File: src/rtl/period_meter_pkg.sv
// Shared FSM state type and default sizing for the period meter.
package period_meter_pkg;

   localparam int          DEF_CNT_W   = 32;
   localparam int unsigned DEF_TIMEOUT = 50_000_000;

   typedef enum logic [1:0] {
      WAIT_EDGE = 2'd0,
      COUNT     = 2'd1,
      HOLD      = 2'd2
   } state_t;

endpackage

File: src/rtl/period_meter_if.sv
// Result handshake bundle: the meter drives the result, the consumer drives ready.
interface period_meter_if
   import period_meter_pkg::*;
#(
   parameter int CNT_W = DEF_CNT_W
) ();

   logic             meas_valid;
   logic             meas_ready;
   logic [CNT_W-1:0] meas_period;
   logic [CNT_W-1:0] meas_high;
   logic             meas_timeout;

   modport master (
      output meas_valid,
      input  meas_ready,
      output meas_period,
      output meas_high,
      output meas_timeout
   );

   modport slave (
      input  meas_valid,
      output meas_ready,
      input  meas_period,
      input  meas_high,
      input  meas_timeout
   );

endinterface

File: src/rtl/sync_edge.sv
// Two-flop synchroniser for an asynchronous input followed by a rise/fall detector.
module sync_edge (
   input  logic clk,
   input  logic srst,
   input  logic din,
   output logic level,
   output logic rise,
   output logic fall
);

   // [0],[1] synchronise; [2] holds the previous synchronised level
   logic [2:0] sync_reg;

   always_ff @(posedge clk) begin
      if (srst) begin
         sync_reg <= '0;
      end else begin
         sync_reg <= {sync_reg[1:0], din};
      end
   end

   assign level = sync_reg[1];
   assign rise  = sync_reg[1] & ~sync_reg[2];
   assign fall  = ~sync_reg[1] & sync_reg[2];

endmodule

File: src/rtl/period_meter.sv
// Measures the rising-edge period (and optionally high time) of an async input.
// Define PERIOD_METER_HIGH_TIME_EN to build the high-time counter; otherwise meas_high reads 0.
module period_meter
   import period_meter_pkg::*;
#(
   parameter int          CNT_W   = DEF_CNT_W,
   parameter int unsigned TIMEOUT = DEF_TIMEOUT
) (
   input  logic           CLK,
   input  logic           RST,
   input  logic           en,
   input  logic           sig_in,
   period_meter_if.master bus
);

   localparam logic [CNT_W-1:0] TIMEOUT_C = CNT_W'(TIMEOUT);
   localparam logic [CNT_W-1:0] ONE       = CNT_W'(1);

   state_t           state_reg;
   logic [CNT_W-1:0] cnt_reg;
   logic [CNT_W-1:0] period_reg;
   logic             timeout_reg;
   logic             valid_reg;

   logic level, rise, fall;
   logic at_limit, start, capture;

   sync_edge u_sync (
      .clk   (CLK),
      .srst  (RST),
      .din   (sig_in),
      .level (level),
      .rise  (rise),
      .fall  (fall)
   );

   // start: a rising edge opens a new period; capture: the open period closes
   assign at_limit = (cnt_reg == TIMEOUT_C);
   assign start    = en && rise &&
                     ((state_reg == WAIT_EDGE) || ((state_reg == HOLD) && bus.meas_ready));
   assign capture  = en && (state_reg == COUNT) && (rise || at_limit);

   always_ff @(posedge CLK) begin
      if (RST) begin
         state_reg   <= WAIT_EDGE;
         cnt_reg     <= '0;
         period_reg  <= '0;
         timeout_reg <= 1'b0;
         valid_reg   <= 1'b0;
      end else if (!en) begin
         state_reg <= WAIT_EDGE;
         cnt_reg   <= '0;
         valid_reg <= 1'b0;
      end else begin
         case (state_reg)
            WAIT_EDGE: begin
               if (start) begin
                  state_reg <= COUNT;
                  cnt_reg   <= ONE;
               end
            end
            COUNT: begin
               // cnt equals TIMEOUT on a timeout, so cnt is the result either way
               if (capture) begin
                  period_reg  <= cnt_reg;
                  timeout_reg <= !rise;
                  valid_reg   <= 1'b1;
                  state_reg   <= HOLD;
               end else begin
                  cnt_reg <= cnt_reg + ONE;
               end
            end
            HOLD: begin
               if (bus.meas_ready) begin
                  valid_reg <= 1'b0;
                  if (start) begin
                     state_reg <= COUNT;
                     cnt_reg   <= ONE;
                  end else begin
                     state_reg <= WAIT_EDGE;
                  end
               end
            end
            default: begin
               state_reg <= WAIT_EDGE;
               valid_reg <= 1'b0;
            end
         endcase
      end
   end

`ifdef PERIOD_METER_HIGH_TIME_EN
   logic [CNT_W-1:0] high_cnt_reg;
   logic [CNT_W-1:0] high_reg;
   logic             fell_reg;

   // high time counts only the first high phase after the opening edge
   always_ff @(posedge CLK) begin
      if (RST) begin
         high_cnt_reg <= '0;
         high_reg     <= '0;
         fell_reg     <= 1'b0;
      end else if (en) begin
         if (start) begin
            high_cnt_reg <= ONE;
            fell_reg     <= 1'b0;
         end else if ((state_reg == COUNT) && !capture) begin
            if (fall) begin
               fell_reg <= 1'b1;
            end
            if (level && !fell_reg) begin
               high_cnt_reg <= high_cnt_reg + ONE;
            end
         end
         if (capture) begin
            high_reg <= high_cnt_reg;
         end
      end
   end

   assign bus.meas_high = high_reg;
`else
   logic unused_sync;
   assign unused_sync   = &{1'b0, fall, level};
   assign bus.meas_high = '0;
`endif

   assign bus.meas_valid   = valid_reg;
   assign bus.meas_period  = period_reg;
   assign bus.meas_timeout = timeout_reg;

endmodule

File: src/flat_wrapper.sv
// flat-port wrapper written by rule: the top's interface ports become plain ports
module period_meter_flat import period_meter_pkg::*;
#(
   parameter int          CNT_W   = DEF_CNT_W,
   parameter int unsigned TIMEOUT = DEF_TIMEOUT
)
  (CLK, RST, en, sig_in, bus_meas_valid, bus_meas_ready, bus_meas_period, bus_meas_high, bus_meas_timeout);
  period_meter_if #(.CNT_W(CNT_W)) bus_i ();
  input  logic CLK;
  input  logic RST;
  input  logic en;
  input  logic sig_in;
  output wire logic [$bits(bus_i.meas_valid)-1:0] bus_meas_valid;
  input wire logic [$bits(bus_i.meas_ready)-1:0] bus_meas_ready;
  output wire logic [$bits(bus_i.meas_period)-1:0] bus_meas_period;
  output wire logic [$bits(bus_i.meas_high)-1:0] bus_meas_high;
  output wire logic [$bits(bus_i.meas_timeout)-1:0] bus_meas_timeout;
  assign bus_meas_valid = bus_i.meas_valid;
  assign bus_i.meas_ready = bus_meas_ready;
  assign bus_meas_period = bus_i.meas_period;
  assign bus_meas_high = bus_i.meas_high;
  assign bus_meas_timeout = bus_i.meas_timeout;
  period_meter #(.CNT_W(CNT_W), .TIMEOUT(TIMEOUT)) u_core (.CLK(CLK), .RST(RST), .en(en), .sig_in(sig_in), .bus(bus_i));
endmodule
File: config.mk
export PLATFORM = sky130hd
export DESIGN_NAME = period_meter_flat
export DESIGN_NICKNAME = d
export VERILOG_FILES = /design/src/rtl/period_meter_pkg.sv /design/src/rtl/period_meter_if.sv /design/src/rtl/sync_edge.sv /design/src/rtl/period_meter.sv /design/src/flat_wrapper.sv
export SDC_FILE = /design/constraint.sdc
export NUM_CORES = 1
export LEC_CHECK = 0
export CORE_MARGIN = 1
export CORE_UTILIZATION = 55
export CTS_CLUSTER_SIZE = 40
export DETAILED_ROUTE_END_ITERATION = 6
export PLACE_DENSITY = 0.87
export SYNTH_ARGS = -nofsm -noshare
export SYNTH_HDL_FRONTEND = slang
export SYNTH_SLANG_ARGS = --single-unit
File: constraint.sdc
create_clock -name CLK -period 4.5 [get_ports CLK]
set_input_delay 0.45 -clock CLK [delete_from_list [all_inputs] [get_ports CLK]]
set_output_delay 0.45 -clock CLK [all_outputs]
set_load 0.005 [all_outputs]
-- After elaboration in Yosys (flattened, before gate mapping)
Cells that the tools add are included.
- bits in registers: 71
- latch bits: 0
- bits in writable memories: 0
- bits in read-only memories: 0
- bits of input ports: 5
- output and inout port bits: 66
- logic and storage cells: 45
- memories kept: 0
- add/subtract/negate cells: 1
- multipliers: 0
- divide/modulo/power cells: 0
- order comparisons: 0
- equality and inequality tests: 7
- shifts and indexed selects: 0
- multiplexer cells: 12
- bitwise operators: 4
- reductions and logical operators: 15
- operators with widths (kind ; count):
    $mux W32 ; 3
    $pmux W32 S3 ; 1
    $add A32 B1 Y32 const B ; 1
    $eq A32 B26 Y1 const B ; 1
    $reduce_and A3 Y1 ; 4
    $mux W2 ; 3
    $pmux W2 S3 ; 1
    $logic_and A1 B1 Y1 ; 5
    $ne A2 B1 Y1 const B ; 2
    $ne A2 B2 Y1 const B ; 2
    $mux W1 ; 3
    $not A1 Y1 ; 3
    $pmux W1 S3 ; 1
    $reduce_bool A3 Y1 ; 1
    $eq A2 B1 Y1 const B ; 1
    $eq A2 B2 Y1 const B ; 1
    $logic_not A2 Y1 ; 1
    $logic_or A1 B1 Y1 ; 2
    $reduce_or A2 Y1 ; 1
    $and A1 B1 Y1 ; 1
    $logic_not A1 Y1 ; 1

-- Logic depth before layout (Yosys ltp)
- depth after elaboration: 7
- depth in mapped cells: 11
- depth with buffers taken out: 8

-- Hierarchy
From an unflattened synthesis, not the netlist that was laid out.
- cell total of the unflattened synthesis: 425
- area total of the unflattened synthesis: 3439.5 um2
- modules (own cells, without submodules) (module ; times used ; cells each ; area an instance (um2) ; seq. area each (um2)):
    period_meter ; 1 ; 417 ; 3348.2 ; 1361.3
    sync_edge ; 1 ; 8 ; 91.3 ; 60.1

-- Worst setup path after synthesis
OpenSTA, ideal clock, no wires.
- kind: register to register
- from: reg u_core.cnt_reg[0]
- to: reg u_core.period_reg[15] (netlist: u_core.bus.meas_period[15])
- setup time: 0.132 ns
- data arrival time: 2.037 ns
- required time: 4.368 ns
- path slack: 2.331 ns
- cell stages (with the launch flop): 12
- path buffers: 3
- clock period less this slack: 2.169 ns
- cells stage by stage: dfxtp_1 -> inv_1 -> ha_1 -> nor3b_1 -> nand4_1 -> o32a_1 -> buf_2 -> or3_1 -> buf_2 -> buf_6 -> nand2_1 -> a21oi_1
- word-level cells in the longest chain between the ends: 4
- ends and longest elaborated chain (what ; line ; text):
    start: declaration ; period_meter.sv:20 ; logic [CNT_W-1:0] cnt_reg;
    start signal: assignment ; period_meter.sv:70 ; cnt_reg <= cnt_reg + ONE;
    $eq A32 B26 Y1 ; period_meter.sv:38 ; assign at_limit = (cnt_reg == TIMEOUT_C);
    $logic_or A1 B1 Y1 ; period_meter.sv:41 ; assign capture = en && (state_reg == COUNT) && (rise || at_limit);
    $logic_and A1 B1 Y1 ; period_meter.sv:41 ;
    $reduce_and A3 Y1 (no source line) ; - ;
    end signal: assignment ; period_meter.sv:65 ; period_reg <= cnt_reg;
    end: declaration ; period_meter.sv:21 ; logic [CNT_W-1:0] period_reg;
No other way between the ends.
A chain may end at the register's enable or synchronous reset.

-- Worst setup path after layout
- from: reg u_core.cnt_reg[0]
- to: reg u_core.period_reg[1] (netlist: u_core.bus.meas_period[1])
The elaborated chain is that of the path after synthesis.

==> flow_summary.yaml <==
status:
  outcome: "complete, no violations"
sta:
  setup_violations: 0
  fin_ws_ns: 1.66
  finalHoldViolCount: 0
  fmax_ghz: 0.353
  tightest_slew_ns: 1.22
  fin_crit_ns: 2.84
  maxSlewHeadroom: 0.187
  holdWs_ns: 0.451
  fin_setup_tns_ns: 0
  fin_skew_ns: 0.0120
  slew_viol_final: 0
  period_share: 0.630
  rsz0062_at_grt: "false"
grt:
  overflow: 0
  grt_pass1_vias: 2709
  antenna_found_initial: 0
  grt_start_max_net_pins: 39
  grt_pass1_wl_um: 12800
  grt_use_total: 0.255
floorplan:
  rows: 28
  dieHeight_um: 81.8
  initial_core_util: 0.581
  dieArea_um2: 6690
  die-width_um: 81.8
  core_um2: 6030
  ios: 71
critical_path:
  crit_required_ns: 4.78
  cp_max_fo: 34
  arrival_ns: 3.12
  end_kind: "register"
  path_class: "register to register"
  crit_path_start_kind: "register"
route:
  wl_per_cell_um: 14.6
  dr.pass1.iters: 7
  drc: 0
  routed_wirelength_um: 7980
  routed_via_density: 5.89
  vias: 3210
  drtIter0Drc: 427
  antenna_left: 0
cts:
  cts_resized: 0
  clockBufferDepth: 2
  cts_hold_buf: 0
  insertion_delay_ns: 0.36
  htree_levels: 3
  postCtsSetupBuffers: 0
  path_clk_slew_ns: 0.07
  cts_tree: "done"
  cts_root_buffer: "clkbuf_8"
  numCtsBuffers: 9
  clock-sinks: 71
final_layout:
  insertedDiodeCount: 0
  syn_to_final_growth_pct: 11.4
  final_nets: 472
  drive_gt1_frac: 0.0553
pwr:
  p_comb_frac: 0.037
  p_clk_frac: 0.406
  p_sw_frac: 0.233
  max-vdd-ir-drop_v: 0.000272
  internal_power_mw: 0.868
  power_frac_seq: 0.557
  p_sw_mw: 0.264
  power.leakage_nw: 1.26
  powerDensity_nw_per_um2: 290
logic_synthesis:
  syn-cell-area_um2: 3500
  ys_seq_area_frac: 0.406
  synth_edf_count: 0
  async_flop_share: 0
  ys_types: 45
  ys_seq_elements: 71
  synth_area_per_cell_um2: 7.89
  syn_inst: 444
  ys.flop_type: "dfxtp_1"
  yosys_warnings: 0
worst_hold_path:
  min_path_type: "register to register"
placed_design:
  place_ws_ns: 1.44
  dpl.hpwl_um: 5260
  gp_congestion: 0.925
  port_buffers: 38
run:
  cap_violations: 0
## worst paths after layout
path	cells after the start	endpoint	startpoint	slack (ns)
max	8	u_core.bus.meas_period[1]	u_core.cnt_reg[0]	1.66
min	1	u_core.u_sync.sync_reg[1]	u_core.u_sync.sync_reg[0]	0.45
max reg2reg	8	u_core.bus.meas_period[1]	u_core.cnt_reg[0]	1.66
min reg2reg	1	u_core.u_sync.sync_reg[1]	u_core.u_sync.sync_reg[0]	0.45
## routing by layer
metal / vias up / GRT usage / routed length [um]
met5: - / 0 / 0
met4: 0 / 0.0965 / 129
met3: 14 / 0.0744 / 655
met2: 147 / 0.407 / 3750
met1: 1501 / 0.323 / 3440
li1: 1548 / - / -
## cell type report
type | instances | area, um2
well taps | 75 | 93.8
flip-flops and latches | 71 | 1420
clock inverters | 3 | 17.5
repair buffers | 41 | 403
inverters | 6 | 22.5
clock buffers | 13 | 159
multi-input cells | 336 | 1780
fillers | 540 | 2120
## worst max-delay path, cell delays in order (launching register included)
cell	delay (ns)
dfxtp_1	0.43
inv_1	0.08
ha_1	0.20
nor3b_1	0.13
nand4_1	0.10
o32a_1	0.46
or3_1	1.00
nand2_1	0.16
a21oi_1	0.19
## placed cells by master, fill, tap and decap left out, types with 2 or more instances in the layout
cell type	n
a21oi_1	53
a21oi_2	3
a31oi_1	5
and2_1	4
and3_1	4
and4_1	5
buf_4	3
clkbuf_1	2
clkbuf_8	11
clkdlybuf4s50_1	38
clkinv_2	2
conb_1	32
dfxtp_1	71
ha_1	2
inv_1	6
nand2_1	80
nand2b_1	4
nand3_1	14
nand3b_1	7
nand4_1	15
nor2_1	26
nor2b_1	5
nor3_1	4
nor4_1	2
nor4_2	2
o211ai_1	16
o21a_1	2
o21ai_0	19
o31ai_1	7
o32ai_1	2
o41ai_1	3
or2_2	2
or3_1	2
or4_1	4
## synthesized netlist by cell type, types with 5 or more instances
library cell / count / area [um2]
buf_4: 35 / 263
dfxtp_1: 71 / 1420
o31ai_1: 7 / 52.6
inv_1: 6 / 22.5
a31oi_1: 5 / 31.3
and4_1: 5 / 43.8
nor2b_1: 5 / 31.3
nand3b_1: 7 / 52.6
nand4_1: 15 / 93.8
nand2_1: 80 / 300
a21oi_1: 54 / 270
o211ai_1: 16 / 120
clkbuf_1: 17 / 63.8
nor2_1: 26 / 97.6
o21ai_0: 19 / 95.1
buf_2: 5 / 25.0
nand3_1: 14 / 70.1
## power groups by stage
stage / combinational, mW / sequential [mW] / clock, mW
finish: 0.0420 / 0.630 / 0.460
global route: 0.0468 / 0.630 / 0.497
CTS: 0.0406 / 0.630 / 0.473
detailed placement: 0.0402 / 0.645 / 0
global placement: 0.0397 / 0.645 / 0
floorplan: 0.0491 / 0.645 / 0
## per-stage QoR
stage	total power [mW]	std cells	cell area [um2]	util
after floorplan	0.694	475	3620	-
after global placement	0.685	529	3720	0.618
after detailed placement	0.685	529	3720	0.618
after CTS	1.14	545	3900	0.647
after global routing	1.17	545	3900	0.647
final	1.13	545	3900	0.647
## logic make-up after synthesis
group,synth area share
DFF,0.406
AOI/OAI and AO/OA,0.201
adders and majority gates,0.00714
and+or+nand+nor,0.264
buffers and inverters,0.121
other,0.00107
Power figures use the tool's default switching activity.
